## config.mk

```make
export PLATFORM = sky130hd
export DESIGN_NAME = playfield_render_pipe
export DESIGN_NICKNAME = d
export VERILOG_FILES = /design/src/rtl/playfield_render_pipe.sv
export SDC_FILE = /design/constraint.sdc
export NUM_CORES = 1
export LEC_CHECK = 0
export CAP_MARGIN = 20
export CORE_AREA = 2 2 258 260
export CTS_BUF_LIST = sky130_fd_sc_hd__clkbuf_16
export DETAILED_ROUTE_END_ITERATION = 7
export DIE_AREA = 0 0 260 262
export HOLD_SLACK_MARGIN = 0.06
export SYNTH_ARGS = -nofsm -noshare
export SYNTH_HDL_FRONTEND = slang
export SYNTH_SLANG_ARGS = --single-unit
```

## constraint.sdc

```tcl
create_clock -name clk -period 5.3 [get_ports clk]
set_clock_uncertainty 0.15 [all_clocks]
set_input_delay 0.795 -clock clk [delete_from_list [all_inputs] [get_ports clk]]
set_output_delay 0.795 -clock clk [all_outputs]
set_load 0.02 [all_outputs]
```

## src/rtl/playfield_render_pipe.sv

```systemverilog
// Playfield renderer: maps each VGA pixel onto a playfield tile and produces its colour
// two cycles later, with an optional inter-tile border and a line-clear flash animation.

package DisplayPkg;
    typedef enum logic [2:0] {
        TILE_BLANK = 3'd0,
        TILE_I     = 3'd1,
        TILE_O     = 3'd2,
        TILE_T     = 3'd3,
        TILE_J     = 3'd4,
        TILE_L     = 3'd5,
        TILE_S     = 3'd6,
        TILE_Z     = 3'd7
    } tile_type_t;

    localparam logic [23:0] TILE_COLOR        = 24'h101010;
    localparam logic [23:0] TETROMINO_I_COLOR = 24'h00FFFF;
    localparam logic [23:0] TETROMINO_O_COLOR = 24'hFFFF00;
    localparam logic [23:0] TETROMINO_T_COLOR = 24'h800080;
    localparam logic [23:0] TETROMINO_J_COLOR = 24'h0000FF;
    localparam logic [23:0] TETROMINO_L_COLOR = 24'hFFA500;
    localparam logic [23:0] TETROMINO_S_COLOR = 24'h00FF00;
    localparam logic [23:0] TETROMINO_Z_COLOR = 24'hFF0000;
endpackage

module playfield_render_pipe
    import DisplayPkg::*;
#(
    parameter int          ROWS          = 20,
    parameter int          COLS          = 10,
    parameter int          TILE_W        = 20,
    parameter int          TILE_H        = 20,
    parameter int          HSTART        = 220,
    parameter int          VSTART        = 40,
    parameter int          BORDER        = 1,
    parameter logic [23:0] BORDER_COLOR  = 24'h202020,
    parameter logic [23:0] FLASH_COLOR   = 24'hFFFFFF,
    parameter int          FLASH_FRAMES  = 4,
    parameter int          FLASH_TOGGLES = 2
) (
    input  logic             clk,
    input  logic             rst,
    input  logic [9:0]       VGA_row,
    input  logic [9:0]       VGA_col,
    input  tile_type_t       tile_type [ROWS][COLS],
    input  logic             frame_start,
    input  logic             clear_req,
    input  logic [ROWS-1:0]  clear_rows,
    output logic [23:0]      output_color,
    output logic             active,
    output logic             clear_busy,
    output logic             clear_done
);

    localparam int RW = (ROWS > 1) ? $clog2(ROWS) : 1;
    localparam int CW = (COLS > 1) ? $clog2(COLS) : 1;
    localparam int XW = (TILE_W > 1) ? $clog2(TILE_W) : 1;
    localparam int YW = (TILE_H > 1) ? $clog2(TILE_H) : 1;
    localparam int FW = (FLASH_FRAMES > 1) ? $clog2(FLASH_FRAMES) : 1;
    localparam int TW = $clog2(2 * FLASH_TOGGLES);

    localparam logic [10:0] ROW_LO = 11'(VSTART);
    localparam logic [10:0] ROW_HI = 11'(VSTART + ROWS * TILE_H);
    localparam logic [10:0] COL_LO = 11'(HSTART);
    localparam logic [10:0] COL_HI = 11'(HSTART + COLS * TILE_W);

    typedef enum logic [1:0] {
        ST_IDLE  = 2'd0,
        ST_FLASH = 2'd1,
        ST_DONE  = 2'd2
    } flash_state_t;

    // Stage 1 signals
    logic [10:0]   rowWide, colWide, rowRel, colRel;
    logic [10:0]   yTmp, xTmp;
    logic          inField_d, inField_q;
    logic [RW-1:0] rowIdx_d, rowIdx_q;
    logic [CW-1:0] colIdx_d, colIdx_q;
    logic [YW-1:0] yOff_d, yOff_q;
    logic [XW-1:0] xOff_d, xOff_q;

    // Stage 2 signals
    logic          borderHit, flashHit;
    logic [23:0]   color_d, color_q;
    logic          active_q;

    // Flash animation signals
    flash_state_t  state_d, state_q;
    logic          busy_d, busy_q, done_d, done_q;
    logic [ROWS-1:0] mask_q;
    logic          phaseOn_q;
    logic [FW-1:0] frame_q;
    logic [TW-1:0] tog_q;
    logic          lastFrame, lastToggle;

    assign rowWide = {1'b0, VGA_row};
    assign colWide = {1'b0, VGA_col};
    assign rowRel  = rowWide - ROW_LO;
    assign colRel  = colWide - COL_LO;

    // Field test plus tile index/offset by walking a compare chain over the tile boundaries
    always_comb begin
        inField_d = (rowWide >= ROW_LO) && (rowWide < ROW_HI) &&
                    (colWide >= COL_LO) && (colWide < COL_HI);
        rowIdx_d  = '0;
        colIdx_d  = '0;
        yTmp      = rowRel;
        xTmp      = colRel;
        for (int i = 1; i < ROWS; i++) begin
            if (rowRel >= 11'(i * TILE_H)) begin
                rowIdx_d = RW'(i);
                yTmp     = rowRel - 11'(i * TILE_H);
            end
        end
        for (int j = 1; j < COLS; j++) begin
            if (colRel >= 11'(j * TILE_W)) begin
                colIdx_d = CW'(j);
                xTmp     = colRel - 11'(j * TILE_W);
            end
        end
        yOff_d = yTmp[YW-1:0];
        xOff_d = xTmp[XW-1:0];
    end

    // Stage 1 register: tile coordinates of the incoming pixel
    always_ff @(posedge clk) begin
        if (rst) begin
            inField_q <= 1'b0;
            rowIdx_q  <= '0;
            colIdx_q  <= '0;
            yOff_q    <= '0;
            xOff_q    <= '0;
        end else begin
            inField_q <= inField_d;
            rowIdx_q  <= rowIdx_d;
            colIdx_q  <= colIdx_d;
            yOff_q    <= yOff_d;
            xOff_q    <= xOff_d;
        end
    end

    // Colour selection: border beats flash, flash beats tile contents
    always_comb begin
        borderHit = (BORDER > 0) &&
                    ((32'(xOff_q) >= 32'(TILE_W - BORDER)) ||
                     (32'(yOff_q) >= 32'(TILE_H - BORDER)));
        flashHit  = (state_q == ST_FLASH) && phaseOn_q && mask_q[rowIdx_q];
        color_d   = 24'h000000;
        if (inField_q) begin
            if (borderHit) begin
                color_d = BORDER_COLOR;
            end else if (flashHit) begin
                color_d = FLASH_COLOR;
            end else begin
                case (tile_type[rowIdx_q][colIdx_q])
                    TILE_I:  color_d = TETROMINO_I_COLOR;
                    TILE_O:  color_d = TETROMINO_O_COLOR;
                    TILE_T:  color_d = TETROMINO_T_COLOR;
                    TILE_J:  color_d = TETROMINO_J_COLOR;
                    TILE_L:  color_d = TETROMINO_L_COLOR;
                    TILE_S:  color_d = TETROMINO_S_COLOR;
                    TILE_Z:  color_d = TETROMINO_Z_COLOR;
                    default: color_d = TILE_COLOR;
                endcase
            end
        end
    end

    // Stage 2 register: final pixel colour and in-field flag
    always_ff @(posedge clk) begin
        if (rst) begin
            color_q  <= 24'h000000;
            active_q <= 1'b0;
        end else begin
            color_q  <= color_d;
            active_q <= inField_q;
        end
    end

    assign lastFrame  = (frame_q == FW'(FLASH_FRAMES - 1));
    assign lastToggle = (tog_q == TW'(2 * FLASH_TOGGLES - 1));

    // Flash FSM state register
    always_ff @(posedge clk) begin
        if (rst) begin
            state_q <= ST_IDLE;
        end else begin
            state_q <= state_d;
        end
    end

    // Flash FSM next state: an empty mask skips straight to the completion pulse
    always_comb begin
        state_d = state_q;
        case (state_q)
            ST_IDLE: begin
                if (clear_req) begin
                    state_d = (|clear_rows) ? ST_FLASH : ST_DONE;
                end
            end
            ST_FLASH: begin
                if (frame_start && lastFrame && lastToggle) begin
                    state_d = ST_DONE;
                end
            end
            ST_DONE:  state_d = ST_IDLE;
            default:  state_d = ST_IDLE;
        endcase
    end

    // Flash FSM outputs, decoded from the upcoming state so they register alongside it
    always_comb begin
        busy_d = (state_d == ST_FLASH);
        done_d = (state_d == ST_DONE);
    end

    // Registered busy/done so downstream logic sees glitch-free flags
    always_ff @(posedge clk) begin
        if (rst) begin
            busy_q <= 1'b0;
            done_q <= 1'b0;
        end else begin
            busy_q <= busy_d;
            done_q <= done_d;
        end
    end

    // Row mask, phase and frame/toggle counters driving the animation
    always_ff @(posedge clk) begin
        if (rst) begin
            mask_q    <= '0;
            phaseOn_q <= 1'b0;
            frame_q   <= '0;
            tog_q     <= '0;
        end else begin
            case (state_q)
                ST_IDLE: begin
                    if (clear_req && (|clear_rows)) begin
                        mask_q    <= clear_rows;
                        phaseOn_q <= 1'b1;
                        frame_q   <= '0;
                        tog_q     <= '0;
                    end
                end
                ST_FLASH: begin
                    if (frame_start) begin
                        if (lastFrame) begin
                            frame_q   <= '0;
                            phaseOn_q <= ~phaseOn_q;
                            if (!lastToggle) begin
                                tog_q <= tog_q + TW'(1);
                            end
                        end else begin
                            frame_q <= frame_q + FW'(1);
                        end
                    end
                end
                default: begin
                    mask_q    <= '0;
                    phaseOn_q <= 1'b0;
                    frame_q   <= '0;
                    tog_q     <= '0;
                end
            endcase
        end
    end

    assign output_color = color_q;
    assign active       = active_q;
    assign clear_busy   = busy_q;
    assign clear_done   = done_q;

endmodule
```

### Word-level counts from Yosys, hierarchy flattened

Cells that the tools add are included.

* bits in registers: 74
* input bits: 644
* output and inout bits: 27
* logic and storage cells: 211

* $add $sub $neg: 32
* $lt $le $gt $ge: 37
* eq/ne operators: 16
* muxes and demuxes: 85
* bitwise gates (word level): 5
* reduce and logical (&&, ||, !) cells: 19

Operators with widths (count)
* two-way mux 5 bit: 46
* one-hot mux 24 bit (7 select lines): 1
* binary-select mux 30 bit (select 5 bit): 1
* greater-or-equal comparator 11 x 8 -> 1 bit (second input constant): 9
* greater-or-equal comparator 11 x 9 -> 1 bit (second input constant): 7
* subtractor 5 bit (second input constant): 15
* greater-or-equal comparator 11 x 7 -> 1 bit (second input constant): 6
* two-way mux 30 bit: 2
* greater-or-equal comparator 11 x 6 -> 1 bit (second input constant): 4
* one-hot mux 20 bit (2 select lines): 1
* subtractor 5 x 4 -> 5 bit (second input constant): 7
* two-way mux 4 bit: 8
* two-way mux 24 bit: 1
* greater-or-equal comparator 11 x 5 -> 1 bit (second input constant): 2
* two-way mux 22 bit: 1
* less-than comparator 10 x 9 -> 1 bit (second input constant): 2
* two-way mux 20 bit: 1
* OR reduction 20 bit: 1
* two-way mux 2 bit: 9
* greater-or-equal comparator 5 bit (second input constant): 3
* subtractor 5 x 1 -> 5 bit (second input constant): 3
* subtractor 5 x 3 -> 5 bit (second input constant): 3
* binary-select mux 3 bit (select 4 bit): 1
* == test 3 bit (second input constant): 4
* 29 further kinds: 56

### Depth between registers and ports, before layout

* word-level depth: 21
* gate-level depth with buffers: 20
* gate-level depth less buffers: 13

### Worst setup path after synthesis

No wires, ideal clock.

* kind: flip-flop to flip-flop
* start point: register rowIdx_q[0]
* end point: register color_q[20], in the netlist output_color[20]
* setup time: 0.128 ns
* arrival time: 3.614 ns
* required time: 5.022 ns
* setup slack: 1.408 ns
* cell stages (with the launch flop): 16
* path buffers: 4
* period minus slack after synthesis: 3.892 ns
* cell sequence: dfxtp_1 buf_6 buf_12 buf_2 buf_2 mux4_2 a2111oi_0 a22oi_1 o21ai_1 a211oi_1 a211o_1 ha_1 or2_2 nor3_1 a31o_1 a21oi_1

* longest elaborated chain between the ends: 10
* elaborated cells on any way between the ends: 19
* those cells by class: eq/ne (7); mux (10); bitwise (1); reduce/logical (1)

Ends and longest elaborated chain
* from (decl): line 77 `logic [RW-1:0] rowIdx_d, rowIdx_q;`
* from (signal assigned): line 135 `rowIdx_q <= rowIdx_d;`
* NOT 5 -> 6 bit (implied by the code): line 155 `case (tile_type[rowIdx_q][colIdx_q])`
* binary-select mux 30 bit (select 5 bit): line 155
* two-way mux 30 bit (implied by the code) (2 in series): line 155
* binary-select mux 3 bit (select 4 bit): line 155
* two-way mux 3 bit (implied by the code) (2 in series): line 155
* == test 3 bit (tied with other cells): line 155
* one-hot mux 24 bit (7 select lines): line 155
* two-way mux 24 bit (*): line 152 `end else if (flashHit) begin`
* to (signal assigned): line 175 `color_q <= color_d;`
* to (decl): line 84 `logic [23:0] color_d, color_q;`

Mark *: on every way between the ends. The rest lies on a longest branch, timed or not. The select of a mux whose other input is x is not followed.
A chain may end at the register's enable or synchronous reset.

### Worst setup path after layout

* start point: input VGA_row[4]
* end point: register yOff_q[3]

* longest elaborated chain between the ends: 21
* elaborated cells on any way between the ends: 39
* those cells by class: add/sub (1); order compare (19); mux (19)

Ends and longest elaborated chain
* from (decl): line 43 `input logic [9:0] VGA_row,`
* subtractor 10 x 6 -> 11 bit (*): line 98 `assign rowRel = rowWide - ROW_LO;`
* greater-or-equal comparator 11 x 5 -> 1 bit: line 110 `if (rowRel >= 11'(i * TILE_H)) begin`
* two-way mux 5 bit (18 in series): line 110
* two-way mux 5 bit (*): line 110
* to (signal assigned): line 137 `yOff_q <= yOff_d;`
* to (decl): line 79 `logic [YW-1:0] yOff_d, yOff_q;`

Mark *: on every way between the ends. The rest lies on a longest branch, timed or not.

==> key figures <==
Floorplanning
  • Core area: roughly 65,000 um2
  • Initial Util: 15.1%
  • I/O pins: approximately 670
  • Row Count: 94
  • Die height: roughly 260 um
  • Die Wd: ~260 um
  • Die area: roughly 68,000 um2

Critical path
  • Worst R2R Path Depth: 14
  • Startpoint Class: input port
  • Crit path max fanout: 12
  • Crit path DAT: ~4.8 ns
  • Worst EP required: between 5 and 6 ns
  • Crit path kind: input port to register
  • CP Capture Type: register

GRT
  • Grt met2 use: approximately two fifths
  • Total GRT Usage: between 20% and 30%
  • Largest net degree at the start of global routing: 60
  • Aggregate global routing overflow: 0
  • First-pass GRT wire length: ~100,000 um
  • Routing usage on met1: about a quarter
  • Most Crowded Layer GR: met2
  • Initial antenna violation count: 37
  • Vias in the first global route: approximately 13,000
  • Met3 usage: under 10%

Final layout
  • Final #Nets: ~2,300
  • Layout cells sized above 1: between 10% and 20%
  • Area grow syn2layout: 81.3%

Hold path
  • Hold/Removal Path Class: register to register
  • Hold-critical path depth: 2

Timing
  • Final worst-path setup slack: 0.671 ns
  • Max-slew headroom: between 20% and 30%
  • Hold Vio Cnt, Final: 0
  • Final Setup Violations: 0
  • Slew @ Worst Pin: around 1.1 ns
  • RSZ-0062 raised after global routing: no
  • Max Fclk: ~220 MHz
  • Slew Limit Fails: 0
  • Fin crit period: 4.63 ns
  • Final period util: between 80% and 90%
  • Setup TNS: 0 ns

Place
  • Pre-CTS setup slack: approximately 0.40 ns
  • DPL Wire Length: roughly 64,000 um
  • Input/output buffers: 670
  • Gpl congestion: 0.970

Drt
  • Drt via density: a little under 5
  • Remaining antenna violation count: 0
  • Wire per inst: a little under 30 um
  • DRT iter0 DRCs: 942
  • 1st-pass router iterations: 5
  • Detailed-route DRC error count: 0
  • DRT Wirelength: 74,200 um
  • Via Count: 12,300

Run
  • Maxcap violations: 0

Clock network
  • CTS Buf Count: 9
  • Resized Gates After CTS: 0
  • CTS tree: yes
  • CTS max path bufs: 2
  • Setup Fix Bufs, Post-CTS: 0
  • Clock transition at the registers of the reported paths: 0.05 ns
  • Clk sinks: 62
  • Hold buffer count at cts: 0
  • Clk Tree Root Cell: clkbuf_16
  • H-Tree Depth: 3
  • Worst-Skew Late Latency: roughly 0.33 ns

Synth
  • Yosys top cell area share: 34.3%
  • Cell accounting for the most synthesized area: mux4_2
  • Synth area leaders: mux4_2 (34%), dfxtp_1 (13%), mux2i_1 (6.0%), nor2_1 (3.2%), a21oi_1 (3.2%)
  • Sequential fraction of the synthesis area: 12.6%
  • Synth Warn #: 0
  • Synth async-reset ratio: 0%
  • Syn nets: about 1,700
  • Syn Area/Cell: between 9 and 10 um2
  • EDFF count, synth: 0
  • Synthesized instance count: slightly above 1,000
  • Unique masters post-synth: a little over 80
  • Post-synth top flop: dfxtp_1
  • Mapped Area: between 9000 and 10,000 um2
  • Seq cells post-synth: slightly above 60

Power
  • Peak VDD IR: 0.179 mV
  • Leakage: 6.23 nW
  • Pwr dens: about 160 nW/um2

Outcome
  • Outcome: finished, final reports clean
-- cells in the final DEF (no fill, tap or decap), types with 7 or more instances in the layout --
cell / instances
nor2b_1: 18
a22oi_1: 37
nor3_1: 18
nor4_1: 14
nand2b_1: 10
and2_1: 14
a2111oi_0: 7
buf_4: 39
a21oi_1: 62
o21ai_1: 13
a221oi_1: 12
and3_1: 7
inv_1: 29
clkdlybuf4s50_1: 670
o22ai_1: 15
nand2_1: 70
o31ai_1: 8
diode_2: 12
or3_1: 9
nand3_1: 27
a211oi_1: 18
a31oi_1: 16
dfxtp_1: 57
xnor2_1: 10
o211ai_1: 7
mux4_2: 150
clkbuf_16: 9
nor2_1: 84
o21ai_0: 17
a21o_1: 7
a211o_1: 8
ha_1: 24
or2_1: 7
mux2i_1: 59
-- critical path, cell delays in order --
cell	delay, ns
clkdlybuf4s50_1	0.74
inv_1	0.18
ha_1	0.25
nor2b_1	0.16
buf_4	0.20
o21a_1	0.21
nor3_1	0.07
buf_4	0.19
a311oi_1	0.68
a211o_1	0.23
o211ai_1	0.09
a2111oi_0	0.68
o211a_1	0.25
-- final timing paths --
check | slack [ns] | from | end
hold / removal | 0.32 | frame_q[1]$_SDFFE_PP0P_ | frame_q[1]$_SDFFE_PP0P_
setup / recovery | 0.67 | VGA_row[4] | yOff_q[3]$_SDFF_PP0_
setup reg to reg | 0.86 | rowIdx_q[0]$_SDFF_PP0_ | output_color[20]$_SDFF_PP0_
hold reg to reg | 0.32 | frame_q[1]$_SDFFE_PP0P_ | frame_q[1]$_SDFFE_PP0P_
-- per-layer routing --
| layer | share of wire (%) | up-vias |
|---|---|---|
| li1 | - | 5432 |
| met1 | 40 | 6174 |
| met2 | 53 | 604 |
| met3 | 5.4 | 95 |
| met4 | 2.2 | 6 |
| met5 | 0.046 | - |
-- per-stage QoR --
| stage | instances | area, um2 | hold WS [ns] | power [mW] | util, % |
|---|---|---|---|---|---|
| 2_1_floorplan | 1031 | 9850 | 0.286 | 1.36 | - |
| 3_3_place_gp | 2511 | 17500 | 0.294 | 2.21 | 26.8 |
| 3_5_place_dp | 2511 | 17500 | 0.311 | 2.22 | 26.8 |
| 4_1_cts | 2527 | 17800 | 0.319 | 2.90 | 27.3 |
| 5_1_grt | 2533 | 17800 | 0.368 | 3.02 | 27.3 |
| 6_report | 2539 | 17900 | 0.322 | 2.87 | 27.4 |
-- kinds of logic after synthesis --
group | after synthesis | share of synthesized area [%]
flops | 62 | 12.6
xor+xnor | 15 | 1.33
buf+inv | 127 | 6.58
compound gates | 284 | 20.2
fa+ha+maj | 24 | 3.05
mux | 210 | 40.6
simple gates | 309 | 15.6
-- flip-flops by register name, indices dropped and copies added (netlist names), 2 cells and up --
| signal | count |
|---|---|
| tog_q | 2 |
| yOff_q | 5 |
| rowIdx_q | 5 |
| xOff_q | 5 |
| state_q | 2 |
| frame_q | 2 |
| colIdx_q | 4 |
| mask_q | 20 |
| output_color | 12 |
-- synth_stat cells, drive strengths merged, types with 9 or more instances --
master / n
o21ai: 30
nand2: 70
o22ai: 15
xnor2: 10
a22oi: 38
clkbuf: 42
dfxtp: 62
a211oi: 18
or3: 9
mux2i: 59
a31oi: 16
mux4: 151
nand2b: 10
buf: 55
a21oi: 63
nand3: 27
nor2b: 18
or2: 14
and2: 16
inv: 30
nor3: 18
nor4: 15
ha: 24
a221oi: 12
nor2: 84
-- where the power goes --
group	switching [mW]	internal [mW]	leakage, nW
clock	0.216	0.457	0.171
sequential	0.0619	0.493	0.511
combinational	0.707	0.934	5.55
total	0.985	1.88	6.23
-- area by class of cell --
cell class              count  area (um2)
multi-input cells         842        7960
clock inverters             7         113
inverters                  30         113
fillers                  6839       47400
well taps                 864        1080
diodes                     12        30.0
clock buffers               9         225
flip-flops and latches     62        1250
repair buffers            713        7080
(Power assumes the default switching activity.)
